===== src/rtl/eps_greedy_selector.sv =====
// Epsilon-greedy selector: serial signed argmax over NUM_ACTIONS lanes, LFSR-driven exploration.
// Latency: result valid NUM_ACTIONS+2 cycles after accept; one decision per NUM_ACTIONS+3 cycles.
// Backpressure: result held stable until out_ready, in_ready low while busy. Option: EPS_DECAY_EN.
module eps_greedy_selector #(
  parameter int                 NUM_ACTIONS = 4,
  parameter int                 Q_WIDTH     = 16,
  parameter int                 FRAC_BITS   = 8,
  parameter logic [15:0]        LFSR_SEED   = 16'hACE1,
  parameter int                 DECAY_SHIFT = 4,
  parameter logic [Q_WIDTH-1:0] EPS_MIN     = Q_WIDTH'(16'h0008),
  localparam int                IDX_W       = $clog2(NUM_ACTIONS)
) (
  input  logic                           clk,
  input  logic                           rst,
  input  logic                           in_valid,
  output logic                           in_ready,
  input  logic [NUM_ACTIONS*Q_WIDTH-1:0] q_values,
  input  logic [Q_WIDTH-1:0]             epsilon,
`ifdef EPS_DECAY_EN
  input  logic                           eps_load,
`endif
  output logic                           out_valid,
  input  logic                           out_ready,
  output logic [NUM_ACTIONS-1:0]         action,
  output logic [IDX_W-1:0]               action_idx,
  output logic                           explored
);

  typedef enum logic [1:0] {IDLE, SCAN, DECIDE, HOLD} state_t;

  localparam logic [15:0]      SEED      = (LFSR_SEED == 16'h0000) ? 16'hACE1 : LFSR_SEED;
  localparam logic [IDX_W-1:0] LAST_LANE = IDX_W'(NUM_ACTIONS - 1);

  state_t                         state, state_nxt;
  logic [NUM_ACTIONS*Q_WIDTH-1:0] q_reg;
  logic [IDX_W-1:0]               lane_cnt;
  logic [IDX_W-1:0]               best_idx;
  logic signed [Q_WIDTH-1:0]      best_val;
  logic signed [Q_WIDTH-1:0]      lane_val;
  logic [15:0]                    lfsr;
  logic [Q_WIDTH-1:0]             eps_cmp;
  logic [Q_WIDTH-1:0]             rand_frac;
  logic [IDX_W-1:0]               rand_idx;
  logic                           explore;
  logic [IDX_W-1:0]               result_idx;

  always_ff @(posedge clk) begin
    if (rst) state <= IDLE;
    else     state <= state_nxt;
  end

  always_comb begin
    state_nxt = state;
    in_ready  = 1'b0;
    case (state)
      IDLE: begin
        in_ready = 1'b1;
        if (in_valid) state_nxt = SCAN;
      end
      SCAN:    if (lane_cnt == LAST_LANE) state_nxt = DECIDE;
      DECIDE:  state_nxt = HOLD;
      HOLD:    if (out_ready) state_nxt = IDLE;
      default: state_nxt = IDLE;
    endcase
  end

  always_comb begin
    lane_val = '0;
    for (int i = 0; i < NUM_ACTIONS; i++) begin
      if (lane_cnt == IDX_W'(i)) lane_val = q_reg[i*Q_WIDTH +: Q_WIDTH];
    end
  end

  // Low LFSR bits form a fraction in [0,1) on the same scale as epsilon.
  always_comb begin
    rand_frac  = Q_WIDTH'(lfsr[FRAC_BITS-1:0]);
    rand_idx   = IDX_W'(lfsr[15:8] % 8'(NUM_ACTIONS));
    explore    = (rand_frac < eps_cmp);
    result_idx = explore ? rand_idx : best_idx;
  end

  always_ff @(posedge clk) begin
    if (rst) begin
      q_reg      <= '0;
      lane_cnt   <= '0;
      best_idx   <= '0;
      best_val   <= '0;
      lfsr       <= SEED;
      out_valid  <= 1'b0;
      action     <= '0;
      action_idx <= '0;
      explored   <= 1'b0;
    end else begin
      case (state)
        IDLE: begin
          if (in_valid) begin
            q_reg    <= q_values;
            lane_cnt <= '0;
          end
        end
        SCAN: begin
          // Strict compare keeps the lowest index on ties.
          if (lane_cnt == '0 || lane_val > best_val) begin
            best_val <= lane_val;
            best_idx <= lane_cnt;
          end
          lane_cnt <= lane_cnt + IDX_W'(1);
        end
        DECIDE: begin
          lfsr       <= {lfsr[14:0], lfsr[15] ^ lfsr[13] ^ lfsr[12] ^ lfsr[10]};
          out_valid  <= 1'b1;
          action_idx <= result_idx;
          action     <= NUM_ACTIONS'(1) << result_idx;
          explored   <= explore;
        end
        HOLD: begin
          if (out_ready) out_valid <= 1'b0;
        end
        default: ;
      endcase
    end
  end

`ifdef EPS_DECAY_EN
  logic [Q_WIDTH-1:0] eps_reg;
  logic [Q_WIDTH-1:0] eps_dec;
  logic [Q_WIDTH-1:0] eps_decayed;

  always_comb begin
    eps_dec     = eps_reg - (eps_reg >> DECAY_SHIFT);
    eps_decayed = (eps_dec < EPS_MIN) ? EPS_MIN : eps_dec;
  end

  always_ff @(posedge clk) begin
    if (rst)                               eps_reg <= '0;
    else if (state == IDLE && eps_load)    eps_reg <= epsilon;
    else if (out_valid && out_ready)       eps_reg <= eps_decayed;
  end

  assign eps_cmp = eps_reg;
`else
  logic [Q_WIDTH-1:0] eps_lat;

  always_ff @(posedge clk) begin
    if (rst)                           eps_lat <= '0;
    else if (state == IDLE && in_valid) eps_lat <= epsilon;
  end

  assign eps_cmp = eps_lat;

  // Decay configuration only matters when the decay option is built in.
  logic unused_decay_cfg;
  assign unused_decay_cfg = ^{EPS_MIN, 32'(DECAY_SHIFT)};
`endif

endmodule


===== config.mk =====
export PLATFORM = sky130hd
export DESIGN_NAME = eps_greedy_selector
export DESIGN_NICKNAME = d
export VERILOG_FILES = /design/src/rtl/eps_greedy_selector.sv
export SDC_FILE = /design/constraint.sdc
export NUM_CORES = 1
export LEC_CHECK = 0
export BUFFER_PORTS_ARGS = -buffer_cell sky130_fd_sc_hd__buf_2
export CAP_MARGIN = 20
export CORE_MARGIN = 1
export CORE_UTILIZATION = 53
export CTS_BUF_LIST = sky130_fd_sc_hd__clkbuf_4
export DETAILED_ROUTE_END_ITERATION = 12
export PLACE_DENSITY = 0.88
export SLEW_MARGIN = 10
export SYNTH_ARGS = -nofsm -noshare
export SYNTH_HDL_FRONTEND = slang
export SYNTH_SLANG_ARGS = --single-unit

===== constraint.sdc =====
create_clock -name clk -period 3.2 [get_ports clk]
set_clock_uncertainty 0.15 [all_clocks]
set_input_delay 0.64 -clock clk [delete_from_list [all_inputs] [get_ports clk]]
set_output_delay 0.64 -clock clk [all_outputs]
set_load 0.05 [all_outputs]

* Word level (Yosys, flattened, before mapping)
Cells that the tools add are included.
** Word-level totals
- Register bits after elaboration :: 126
- Bits of input ports :: 84
- Output and inout port bits :: 9
- Word-level logic and storage cells :: 52
** Operators by class
- Add/sub/neg operators :: 1
- Order comparisons :: 2
- Equal/unequal tests :: 9
- Shift-type cells :: 1
- Multiplexer cells :: 14
- Bitwise logic cells :: 3
- Reductions and logical operators :: 11
** Operators by type and width (number)
- $mux 16 :: 4
- $gt 16x16->1 :: 1
- $lt 8x16->1 :: 1
- $mux 2 :: 5
- $eq 2x2->1 const B :: 4
- $pmux 2 s4 :: 1
- $reduce_and 2->1 :: 4
- $ne 2x2->1 const B :: 3
- $eq 2x1->1 const B :: 2
- $logic_not 2->1 :: 2
- $pmux 2 s2 :: 1
- $reduce_bool 2->1 :: 2
- $shl 1x2->4 const A :: 1
- $reduce_and 3->1 :: 1
- $xor 1x1->1 :: 3
- $add 2x1->2 const B :: 1
- $mux 1 :: 2
- $pmux 1 s2 :: 1
- $logic_and 1x1->1 :: 1
- $logic_or 1x1->1 :: 1

* Depth between registers and ports, before layout
- Depth after elaboration :: 8
- Gate-level depth with buffers :: 17
- Mapped depth without buffers :: 13

* Worst setup path before layout
Ideal clock, no wire load.
- Path kind :: reg-to-reg
- Start point :: register lane_cnt[0]
- End point :: register best_val[0]
- Setup time :: 0.088 ns
- Arrival time :: 3.012 ns
- Slack :: -0.050 ns
- Cell stages (with the launch flop) :: 17
- Path buffers :: 4
- Path through :: dfxtp_1 -> inv_1 -> ha_1 -> clkbuf_1 -> clkbuf_1 -> nand2_1 -> o21ai_0 -> a22oi_1 -> inv_1 -> ha_1 -> nand4_1 -> or3_1 -> a41o_1 -> a211o_1 -> buf_6 -> buf_12 -> o32ai_2
** Between the ends
- Cells in the longest elaborated chain, start to end :: 8
- Elaborated cells between the ends (all ways) :: 11
- Classes of those cells :: 1 x order compare; 3 x eq/ne; 4 x mux; 3 x reduce/logical
** Ends and longest elaborated chain
- start: declaration :: line 36 : logic [IDX_W-1:0] lane_cnt;
- start signal: assignment :: line 107 : lane_cnt <= lane_cnt + IDX_W'(1);
- $logic_not 2->1 :: line 70 : if (lane_cnt == IDX_W'(i)) lane_val = q_reg[i*Q_WIDTH +: Q_WIDTH];
- $mux 16 (3 in a row) :: line 70
- $mux 16 * :: line 70
- via lane_val[15] :: line 39 : logic signed [Q_WIDTH-1:0] lane_val;
- $gt 16x16->1 * :: line 103 : if (lane_cnt == '0 || lane_val > best_val) begin
- $logic_or 1x1->1 * :: line 103
- $reduce_and 2->1 (no line) *
- end signal: assignment :: line 104 : best_val <= lane_val;
- end: declaration :: line 38 : logic signed [Q_WIDTH-1:0] best_val;
The timed path passes the listed nets; every way through them passes the cells marked *.
A chain may end at the register's enable or synchronous reset.

* Worst setup path in the final report
- Start point :: register lane_cnt[0]
- End point :: register best_idx[1]
** Between the ends
- Cells in the longest elaborated chain, start to end :: 8
- Elaborated cells between the ends (all ways) :: 11
- Classes of those cells :: 1 x order compare; 3 x eq/ne; 4 x mux; 3 x reduce/logical
** Ends and longest elaborated chain
- $logic_not 2->1 :: line 70
- $mux 16 (3 in a row) :: line 70
- $mux 16 * :: line 70
- via lane_val[10] :: line 39
- $gt 16x16->1 * :: line 103
- $logic_or 1x1->1 * :: line 103
- $reduce_and 2->1 (no line) *
- end signal: assignment :: line 105 : best_idx <= lane_cnt;
- end: declaration :: line 37 : logic [IDX_W-1:0] best_idx;
Marks and branches as above.

==> run metrics <==
synth warn=0; Post-Syn Nets=approximately 860; register area share after synthesis=between 40% and 50%; TNS Setup=-6800 ps; final WL=21000 um; Worst Setup Slack, final=-452 ps; initial DRC count=741; hold_buf cts=0; Fmax=274 MHz; met2 routed WL=9520 um; final core utilization=74.4%; Mapped Cells=about 740; unrepaired setup endpoints after global routing=yes; Peak VDD IR=approximately 420 uV; r2r setup slk=-450 ps; failing checks=setup timing; drt pass-1 iters=8; root buffer cell=clkbuf_4; Die W=106 um; WL per Instance=20.4 um; Vias/cell=6.13; Slew @ Worst Pin=between 900 and 1000 ps; critical path fanouts, max=5; Congestion Overflow GR=0; die area=11300 sq um; Setup CP Type=reg -> reg; max reg flops=64; Post-DP Area=6550 sq um; Yosys cell types=39; IO Pins=93; Longest Clk Path Bufs=2; max-capacitance violation count=0; Core ar.=10400 sq um; standard-cell rows=37; Hold Vio Cnt, Final=0; P&R area growth vs syn=34.4%; initial antenna violation count=1; Remaining DRCs=0; cell area after synthesis=5770 sq um; GRT Total Usage=28.9%; Slew HR=38.6%; Critical Path AT=slightly below 4000 ps; worst skew pair latency=roughly 550 ps; Die Span Y=106 um; number of I/O port buffers=92; layout cells sized above 1=a little under a third; Met1 Routed Length=7540 um; min Tclk post-route=~3700 ps; Initial Util=55.4%; total number of vias=6312; status=complete, but fails checks; flop and latch count out of synthesis=126; Final period util=114%; Detail Placement HPWL=9970 um; worst endpoint required time=3450 ps; vias in the first global route=5554; DR top layer=met4; Tot Pwr=slightly above 7 mW; Worst-path clk slew=120 ps; H-tree Lvls=4; antenna violation net count after detailed routing=0; PD cells=935 nW/um^2; largest net degree at the start of global routing=81; P_leak=between 3 and 4 nW; crit end category=register; CTS tree=yes; final setup vio count=18; CTS Buf Count=17; element type at the critical path start=register; Hold Crit Class=in -> reg; Max Slew Vio Count=0; first-pass GRT wire length=around 26000 um; Placer Congestion=0.964; post-route cell area=7750 sq um; clk sink count=126; routed wl met3=2180 um; Syn Area/Cell=~8 sq um; Final Net Count=995
[worst max-delay path: stages (launching register included)]
cell       delay, ps
dfxtp_4          370
buf_6            110
ha_4             200
clkbuf_16        180
a21oi_4          150
o21ai_2          110
a22oi_2          220
inv_2            100
ha_4             310
nand4_1          180
or3_1            470
a41o_1           280
buf_4            170
a21oi_1          380
o22ai_4          140
[metrics by stage]
step           std cells  hold WS (ps)  setup WS [ps]
3_3_place_gp         959           287           -205
3_5_place_dp         959           295           -293
2_1_floorplan        741           286           18.1
5_1_grt             1029           174           -410
4_1_cts             1011           163           1.65
6_report            1029           167           -452
[worst paths after layout]
check | to | start | cells past startpoint
setup / recovery | best_idx[1]$_SDFFE_PP0P_ | lane_cnt[0]$_SDFFE_PP0P_ | 14
hold / removal | q_reg[24]$_SDFFE_PP0P_ | q_values[24] | 3
setup reg to reg | best_idx[1]$_SDFFE_PP0P_ | lane_cnt[0]$_SDFFE_PP0P_ | 14
hold reg to reg | eps_cmp[7]$_SDFFE_PP0P_ | eps_cmp[7]$_SDFFE_PP0P_ | 2
[cells by family after synthesis]
kind of cell / after synthesis / share of synthesized area (%)
AO/OA/AOI/OAI: 203 / 20.9
flip-flops: 126 / 43.7
XOR/XNOR: 3 / 0.456
AND/OR/NAND/NOR: 243 / 16.6
adder cells (fa/ha/maj): 31 / 6.72
multiplexers: 22 / 3.82
buffers and inverters: 113 / 7.83
[routing by layer]
metal | vias to the layer above | global-route usage [%]
li1 | 2748 | -
met1 | 2861 | 33.7
met2 | 524 | 47.9
met3 | 179 | 7.48
met4 | 0 | 16.5
met5 | - | 0
[cells in the final DEF, fill, tap and decap left out, types with 5 or more instances in the layout]
| cell | count |
|---|---|
| clkbuf_4 | 17 |
| nand2_1 | 195 |
| inv_1 | 58 |
| buf_12 | 6 |
| a21oi_1 | 116 |
| a22oi_2 | 13 |
| buf_4 | 59 |
| bufinv_16 | 5 |
| o22ai_2 | 14 |
| dfxtp_1 | 124 |
| ha_4 | 14 |
| o21ai_0 | 14 |
| nor2_1 | 24 |
| a21oi_2 | 5 |
| buf_2 | 91 |
| mux2i_1 | 22 |
| inv_2 | 6 |
| clkbuf_16 | 5 |
| ha_1 | 17 |
| o21ai_1 | 10 |
| buf_6 | 6 |
[cells in the mapped netlist]
cell / count / area, sq um
a31o_2: 1 / 8.76
and3_1: 1 / 6.26
a22oi_1: 17 / 128
ha_1: 31 / 388
a2111oi_0: 1 / 8.76
a41o_1: 1 / 10.0
nor2_1: 24 / 90.1
nor3_1: 5 / 25.0
a211oi_1: 1 / 7.51
o32ai_2: 1 / 16.3
nand3_1: 1 / 5.00
inv_1: 65 / 244
buf_1: 4 / 15.0
nand2_1: 199 / 747
nand4_1: 3 / 18.8
a21o_1: 1 / 7.51
o22ai_2: 9 / 113
nor4_1: 3 / 18.8
and2_1: 1 / 6.26
a211o_1: 1 / 8.76
o211ai_1: 1 / 7.51
and2b_1: 1 / 7.51
a221oi_1: 1 / 8.76
mux2i_1: 22 / 220
nand2b_1: 4 / 25.0
or3_1: 1 / 6.26
o21a_1: 2 / 15.0
clkbuf_1: 41 / 154
dfxtp_1: 126 / 2520
a21oi_1: 125 / 626
a32oi_1: 1 / 8.76
xnor2_1: 3 / 26.3
a31oi_4: 1 / 21.3
o21ai_0: 28 / 140
a31oi_1: 2 / 12.5
buf_6: 1 / 11.3
o22ai_1: 9 / 56.3
buf_4: 1 / 7.51
buf_12: 1 / 20.0
[where the power goes]
part           switching [mW]  leakage (nW)  internal, mW  total, mW
clock                   0.633         0.172         0.696       1.33
sequential              0.253          1.03          1.90       2.15
combinational            2.24          1.95          1.53       3.77
total                    3.12          3.16          4.13       7.25
[cell type report]
cell class	instances	area (sq um)
Clock inverter	14	216
Antenna cell	1	2.50
Sequential cell	126	2530
Fill cell	637	2660
Inverter	65	246
Timing Repair Buffer	168	1240
Multi-Input combinational cell	502	3220
Tap cell	136	170
Clock buffer	17	128
[what timing repair did]
action	in CTS	in global routing
gates resized for setup	40	60
cloned	1	6
pin swaps	20	25
endpoints found under the setup margin	18	18
setup buffers	21	11
(Power assumes the default switching activity.)
